<file path="config.mk">
export PLATFORM = sky130hd
export DESIGN_NAME = aes_seq_ctrl
export DESIGN_NICKNAME = d
export VERILOG_FILES = /design/src/rtl/aes_pkg.sv /design/src/rtl/aes_rnd_timer.sv /design/src/rtl/aes_seq_ctrl.sv
export SDC_FILE = /design/constraint.sdc
export NUM_CORES = 1
export LEC_CHECK = 0
export BUFFER_PORTS_ARGS = -buffer_cell sky130_fd_sc_hd__buf_2
export CAP_MARGIN = 0
export CELL_PAD_IN_SITES_DETAIL_PLACEMENT = 0
export CELL_PAD_IN_SITES_GLOBAL_PLACEMENT = 1
export CORE_AREA = 2 2 304 306
export CTS_BUF_LIST = sky130_fd_sc_hd__clkbuf_4
export DETAILED_ROUTE_END_ITERATION = 8
export DIE_AREA = 0 0 306 308
export HOLD_SLACK_MARGIN = 0.15
export PLACE_DENSITY_LB_ADDON = 0.15
export SLEW_MARGIN = 20
export SYNTH_ARGS = -nofsm -noshare
export SYNTH_HDL_FRONTEND = slang
export SYNTH_HIERARCHICAL = 1
export SYNTH_SLANG_ARGS = --single-unit
</file>
<file path="constraint.sdc">
create_clock -name clk -period 3.1 [get_ports clk]
set_input_delay 0.31 -clock clk [delete_from_list [all_inputs] [get_ports clk]]
set_output_delay 0.31 -clock clk [all_outputs]
set_load 0.005 [all_outputs]
</file>
<file path="src/rtl/aes_pkg.sv">
// rtl/aes_pkg.sv - shared AES-128 types, constants and controller state encoding
package aes_pkg;

    localparam int AES_NUM_ROUNDS = 10;
    localparam int AES_BLOCK_W    = 128;

    typedef logic [AES_BLOCK_W-1:0] aes_block_t;

    typedef enum logic [2:0] {
        ST_IDLE      = 3'd0,
        ST_INIT      = 3'd1,
        ST_LOAD      = 3'd2,
        ST_RUN       = 3'd3,
        ST_WAIT_DONE = 3'd4,
        ST_OUT       = 3'd5
    } aes_state_e;

endpackage

</file>
<file path="src/rtl/aes_rnd_timer.sv">
// rtl/aes_rnd_timer.sv - round prescaler and round index counter for the AES datapath
module aes_rnd_timer
    import aes_pkg::*;
#(
    parameter int ROUND_CYCLES = 4,
    parameter int NUM_ROUNDS   = AES_NUM_ROUNDS
) (
    input  logic       clk,
    input  logic       rst_n,
    input  logic       start,
    input  logic       run,
    output logic [3:0] rnd,
    output logic       rounds_done
);

    logic [3:0] pre_cnt_q;
    logic [3:0] rnd_q;
    logic       tick;

    assign tick = (pre_cnt_q == 4'(ROUND_CYCLES - 1));

    always_ff @(posedge clk or negedge rst_n) begin
        if (!rst_n) begin
            pre_cnt_q <= 4'd0;
            rnd_q     <= 4'd0;
        end else if (start) begin
            pre_cnt_q <= 4'd0;
            rnd_q     <= 4'd1;
        end else if (run) begin
            if (tick) begin
                pre_cnt_q <= 4'd0;
                // Final round index is held once reached.
                if (rnd_q != 4'(NUM_ROUNDS)) begin
                    rnd_q <= rnd_q + 4'd1;
                end
            end else begin
                pre_cnt_q <= pre_cnt_q + 4'd1;
            end
        end
    end

    assign rnd         = rnd_q;
    assign rounds_done = run && tick && (rnd_q == 4'(NUM_ROUNDS));

endmodule

</file>
<file path="src/rtl/aes_seq_ctrl.sv">
// rtl/aes_seq_ctrl.sv - AES-128 datapath sequencer with in/out handshakes and watchdog
module aes_seq_ctrl
    import aes_pkg::*;
#(
    parameter int INIT_CYCLES  = 3,
    parameter int ROUND_CYCLES = 4,
    parameter int NUM_ROUNDS   = AES_NUM_ROUNDS,
    parameter int TIMEOUT      = 255
) (
    input  logic         clk,
    input  logic         rst_n,
    input  logic         in_valid,
    output logic         in_ready,
    input  logic [127:0] in_plain,
    input  logic [127:0] in_key,
    output logic         out_valid,
    input  logic         out_ready,
    output logic [127:0] out_cipher,
    output logic         err,
    output logic         dp_init,
    output logic         dp_ctrl1,
    output logic         dp_ctrl2,
    output logic         dp_ctrl3,
    output logic [3:0]   dp_rnd,
    output logic [127:0] dp_plain_text,
    output logic [127:0] dp_key,
    input  logic         dp_done,
    input  logic [127:0] dp_cipher_text
);

    aes_state_e state_q, state_d;
    logic [3:0] init_cnt_q;
    logic [7:0] wd_cnt_q;
    aes_block_t plain_q, key_q, cipher_q;
    logic       err_q;
    logic [3:0] timer_rnd;
    logic       rounds_done;
    logic       busy, accept, done_hit, init_last, wd_expired;

    assign busy       = (state_q == ST_RUN) || (state_q == ST_WAIT_DONE);
    assign accept     = (state_q == ST_IDLE) && in_valid;
    assign done_hit   = busy && dp_done;
    assign init_last  = (init_cnt_q == 4'(INIT_CYCLES - 1));
    assign wd_expired = (wd_cnt_q == 8'(TIMEOUT - 1));

    aes_rnd_timer #(
        .ROUND_CYCLES (ROUND_CYCLES),
        .NUM_ROUNDS   (NUM_ROUNDS)
    ) u_rnd_timer (
        .clk         (clk),
        .rst_n       (rst_n),
        .start       (state_q == ST_LOAD),
        .run         (state_q == ST_RUN),
        .rnd         (timer_rnd),
        .rounds_done (rounds_done)
    );

    always_ff @(posedge clk or negedge rst_n) begin
        if (!rst_n) begin
            state_q <= ST_IDLE;
        end else begin
            state_q <= state_d;
        end
    end

    // dp_done takes priority over the watchdog when both land on one edge.
    always_comb begin
        state_d = state_q;
        case (state_q)
            ST_IDLE:      if (in_valid) state_d = ST_INIT;
            ST_INIT:      if (init_last) state_d = ST_LOAD;
            ST_LOAD:      state_d = ST_RUN;
            ST_RUN: begin
                if (dp_done)          state_d = ST_OUT;
                else if (wd_expired)  state_d = ST_IDLE;
                else if (rounds_done) state_d = ST_WAIT_DONE;
            end
            ST_WAIT_DONE: begin
                if (dp_done)         state_d = ST_OUT;
                else if (wd_expired) state_d = ST_IDLE;
            end
            ST_OUT:       if (out_ready) state_d = ST_IDLE;
            default:      state_d = ST_IDLE;
        endcase
    end

    always_comb begin
        in_ready  = 1'b0;
        out_valid = 1'b0;
        dp_init   = 1'b0;
        dp_ctrl1  = 1'b0;
        dp_ctrl2  = 1'b0;
        dp_ctrl3  = 1'b0;
        dp_rnd    = 4'd0;
        case (state_q)
            ST_IDLE: in_ready = 1'b1;
            ST_INIT: dp_init  = 1'b1;
            ST_LOAD: begin
                dp_ctrl1 = 1'b1;
                dp_ctrl2 = 1'b1;
                dp_ctrl3 = 1'b1;
                dp_rnd   = 4'd1;
            end
            ST_RUN, ST_WAIT_DONE: dp_rnd = timer_rnd;
            ST_OUT:  out_valid = 1'b1;
            default: ;
        endcase
    end

    always_ff @(posedge clk or negedge rst_n) begin
        if (!rst_n) begin
            init_cnt_q <= 4'd0;
            wd_cnt_q   <= 8'd0;
            plain_q    <= '0;
            key_q      <= '0;
            cipher_q   <= '0;
            err_q      <= 1'b0;
        end else begin
            if (accept) begin
                init_cnt_q <= 4'd0;
            end else if (state_q == ST_INIT) begin
                init_cnt_q <= init_cnt_q + 4'd1;
            end

            if (state_q == ST_LOAD) begin
                wd_cnt_q <= 8'd0;
            end else if (busy) begin
                wd_cnt_q <= wd_cnt_q + 8'd1;
            end

            if (accept) begin
                plain_q <= in_plain;
                key_q   <= in_key;
                err_q   <= 1'b0;
            end else if (busy && !dp_done && wd_expired) begin
                err_q   <= 1'b1;
            end

            if (done_hit) begin
                cipher_q <= dp_cipher_text;
            end
        end
    end

    assign dp_plain_text = plain_q;
    assign dp_key        = key_q;
    assign out_cipher    = cipher_q;
    assign err           = err_q;

endmodule

</file>
==> qor.yml, run 1 <==
synth_top_area_share_pct: 64.9
cts_resized: 2
haltStage: "clock tree synthesis"
status: "did not finish"
cts_buffers: 132
port_buffers: 783
cts_num_sinks: 408
tool.error: "[ERROR RSZ-0060] Max buffer count reached."
cts_setup_buffers: 1
die_height_um: 308
yosys-top-cells-area: "dfrtp_1 65%, mux2_2 17%, mux2_1 11%"
synthCells: 964
async_flop_share_pct: 100
yosysMostFrequentCell: "dfrtp_1"
synthDistinctLibCells: 48
netlist_area_mm2: 0.0157
hold_buffers: 626
ys.flop_type: "dfrtp_1"
ys_top_cells_by_count: "408 x dfrtp_1, 232 x mux2_2, 155 x mux2_1, 22 x buf_2, 17 x nand2_1"
synth_seq_cells: 408
ys_seq_area_share_pct: 64.9
synth_nets: 1360
num_io_pins: 784
synth_edf_count: 0
cts.path.max_buffers: 3
yosys_warnings: 6
postSynthAreaPerCell_um2: 16.3
rows: 111
synth_area_leader_cell: "dfrtp_1"
place_congestion: 0.754
initial_core_util_pct: 17.3
die_x_um: 306
hpwl_mm: 43.7
root_buffer: "clkbuf_4"
htreeDepth: 4
## kinds of logic after synthesis
family                     share of synthesized area, %
buffers and inverters                              2.54
adders and majority gates                         0.556
DFF                                                64.9
muxes                                              28.0
and+or+nand+nor                                    2.53
xor gates and xnor gates                          0.223
AOI/OAI and AO/OA                                  1.28
## stage by stage
step / std cells / util (%) / setup slack [ns] / hold WS [ns] / instance area (um2)
after detailed placement: 2912 / 23.3 / 0.599 / 0.361 / 21200
after global placement: 2912 / 23.3 / 0.737 / 0.360 / 21200
after floorplan: 964 / - / 1.08 / 0.0144 / 15700
==> run 2: changes to the inputs <==
CELL_PAD_IN_SITES_DETAIL_PLACEMENT = unset   (was 0)
CELL_PAD_IN_SITES_GLOBAL_PLACEMENT = unset   (was 1)
CTS_BUF_LIST = unset   (was sky130_fd_sc_hd__clkbuf_4)
HOLD_SLACK_MARGIN = unset   (was 0.15)
==> qor.yml, run 2 <==
status: "finished, final reports clean"
hold_start: "dp_done"
async_flop_share_pct: 100
grt_pass1_wl_mm: 81.5
port_buffers: 783
vias: 12400
min_period_over_period_pct: 80.5
initial_core_util_pct: 17.3
fin_crit_ns: 2.50
cp.required_ns: 2.79
cts.path.max_buffers: 3
cap_violations: 0
wl_per_cell_um: 16.0
min_path_type: "input port to flip-flop"
die_area_mm2: 0.0942
r2r_slack_ns: 0.68
finalClockSkew_ns: 0.0126
worstReg2RegStart: "state_q[0]$_DFFE_PN0P_"
synth_nets: 1360
rsz0062_at_grt: "false"
power_mw: 23.6
nets: 2563
worst_pin_slew_ns: 0.665
ys_seq_area_share_pct: 64.9
area_growth_pct: 69.2
grt_use_met3_pct: 3.39
r2r-end: "state_q[0]$_DFFE_PN0P_"
hold_depth: 4
slowest_delay_ns: 0.51
hold_path_end: "err$_DFFE_PN0P_"
max_freq_mhz: 401
num_io_pins: 784
p_leak_nw: 12.6
hold_viol_final: 0
yosysMostFrequentCell: "dfrtp_1"
synth_area_leader_cell: "dfrtp_1"
root_buffer: "clkbuf_16"
yosys_warnings: 6
synth_edf_count: 0
path_clk_slew_ns: 0.06
cp_max_fo: 11
overflow: 0
grt_use_met2_pct: 20.9
slew-limit-headroom_pct: 55.6
clk_latency_ns: 0.59
cp-end-kind: "primary output"
p_per_area_mw_per_mm2: 885
cts_tree: "built"
drc_errors: 0
hpwl_mm: 40.7
path_cells: "or3b_4 > nand2_1 > and2_1 > buf_2"
place_congestion: 0.743
synthDistinctLibCells: 48
grt_pass1_vias: 13600
wirelength_mm: 54.2
drt_iter0_drc: 404
fin_cells: 3390
viasPerCell: 3.65
ff2ff_path_depth: 7
htreeDepth: 2
ys.flop_type: "dfrtp_1"
maxSlewViolCount: 0
busiest_layer: "met2"
core-area_mm2: 0.0910
die_height_um: 308
fin_tns_setup_ns: 0
layout_common_cells: "782 x buf_2, 408 x dfrtp_1, 385 x dlygate4sd3_1"
netlist_area_mm2: 0.0157
antenna_found_initial: 1
grt_max_degree: 88
setup_viol: 0
rows: 111
yosys-top-cells-area: "dfrtp_1 65%, mux2_2 17%, mux2_1 11%"
synthCells: 964
cts_buffers: 50
cts_setup_buffers: 0
die_x_um: 306
drt_first_pass_iters: 4
dp.cells: 2916
ir_drop_mv: 0.464
startpoint_type: "flip-flop"
synth_seq_cells: 408
final_layout_size_suffix_gt1_share_pct: 51.8
synth_top_area_share_pct: 64.9
postSynthAreaPerCell_um2: 16.3
ant_nets: 0
critPathKind: "flip-flop to primary output"
cts_num_sinks: 408
grt_use_met1_pct: 11.8
final_common_cell: "buf_2"
ys_top_cells_by_count: "408 x dfrtp_1, 232 x mux2_2, 155 x mux2_1, 22 x buf_2, 17 x nand2_1"
slowest_stage: "dfrtp_1"
crit_arrival_ns: 2.19
track_usage_pct: 11.1
cts_resized: 0
==> run 2: cell counts after synthesis <==
No cell type changed its count.
==> run 2: report_power, final <==
part / switching, mW / total (mW) / internal (mW)
Combinational: 3.72 / 8.44 / 4.72
Clock: 2.31 / 5.81 / 3.50
Sequential: 1.32 / 9.32 / 7.99
Total: 7.36 / 23.6 / 16.2
==> run 2: through the flow <==
step / setup WS, ns / area, um2 / util (%) / hold slack, ns
after floorplan: 1.08 / 15700 / - / 0.0144
after global placement: 0.751 / 21100 / 23.2 / 0.370
after detailed placement: 0.677 / 21100 / 23.2 / 0.370
after CTS: 0.531 / 26600 / 29.3 / 0.109
after global routing: 0.418 / 26600 / 29.3 / 0.179
final: 0.605 / 26600 / 29.3 / 0.148
==> run 2: cells by family after synthesis <==
logic type,count (synthesis),synth area share (%)
buffers and inverters,58,2.54
adders and majority gates,7,0.556
muxes,392,28.0
and+or+nand+nor,66,2.53
DFF,408,64.9
AOI/OAI and AO/OA,29,1.28
xor gates and xnor gates,4,0.223
==> run 2: cell type report <==
cell class	count	area, um2
fill	9418	64300
clock inverter	17	141
inverter	7	26.3
multi-input combinational	498	5140
antenna	1	2.50
tap	1186	1480
timing repair buffer	1202	8140
clock buffer	71	1490
sequential	408	10200
==> run 2: how the worst max path moves through the flow <==
| stage | endpoint | startpoint | slack (ns) | cells after the start |
|---|---|---|---|---|
| after floorplan | state_q[0]$_DFFE_PN0P_ | state_q[1]$_DFFE_PN0P_ | 1.08 | 9 |
| after global placement | state_q[2]$_DFFE_PN0P_ | state_q[0]$_DFFE_PN0P_ | 0.75 | 7 |
| after detailed placement | state_q[0]$_DFFE_PN0P_ | state_q[0]$_DFFE_PN0P_ | 0.68 | 7 |
| after CTS | dp_rnd[3] | state_q[0]$_DFFE_PN0P_ | 0.53 | 4 |
| after global routing | dp_ctrl2 | state_q[0]$_DFFE_PN0P_ | 0.42 | 4 |
| final | dp_rnd[3] | state_q[0]$_DFFE_PN0P_ | 0.60 | 4 |
==> run 2: timing repair <==
action / CTS / global route
setup endpoints to repair: 0 / 0
hold buffers: 385 / 0
hold endpoints to repair: 444 / 0
==> run 2: worst max-delay path: cells and delay by family, from the launching register on <==
| family | cells | cell delay [ns] |
|---|---|---|
| simple gates | 3 | 0.98 |
| buf+inv | 1 | 0.11 |
| flops | 1 | 0.51 |
==> run 2: per-layer routing <==
metal / up-vias / part of all wire (%)
met2: 450 / 53
met5: - / 0
met4: 0 / 2.7
met1: 6035 / 37
met3: 77 / 7.1
li1: 5807 / -
Note: power is estimated with default switching activity, not from simulation.
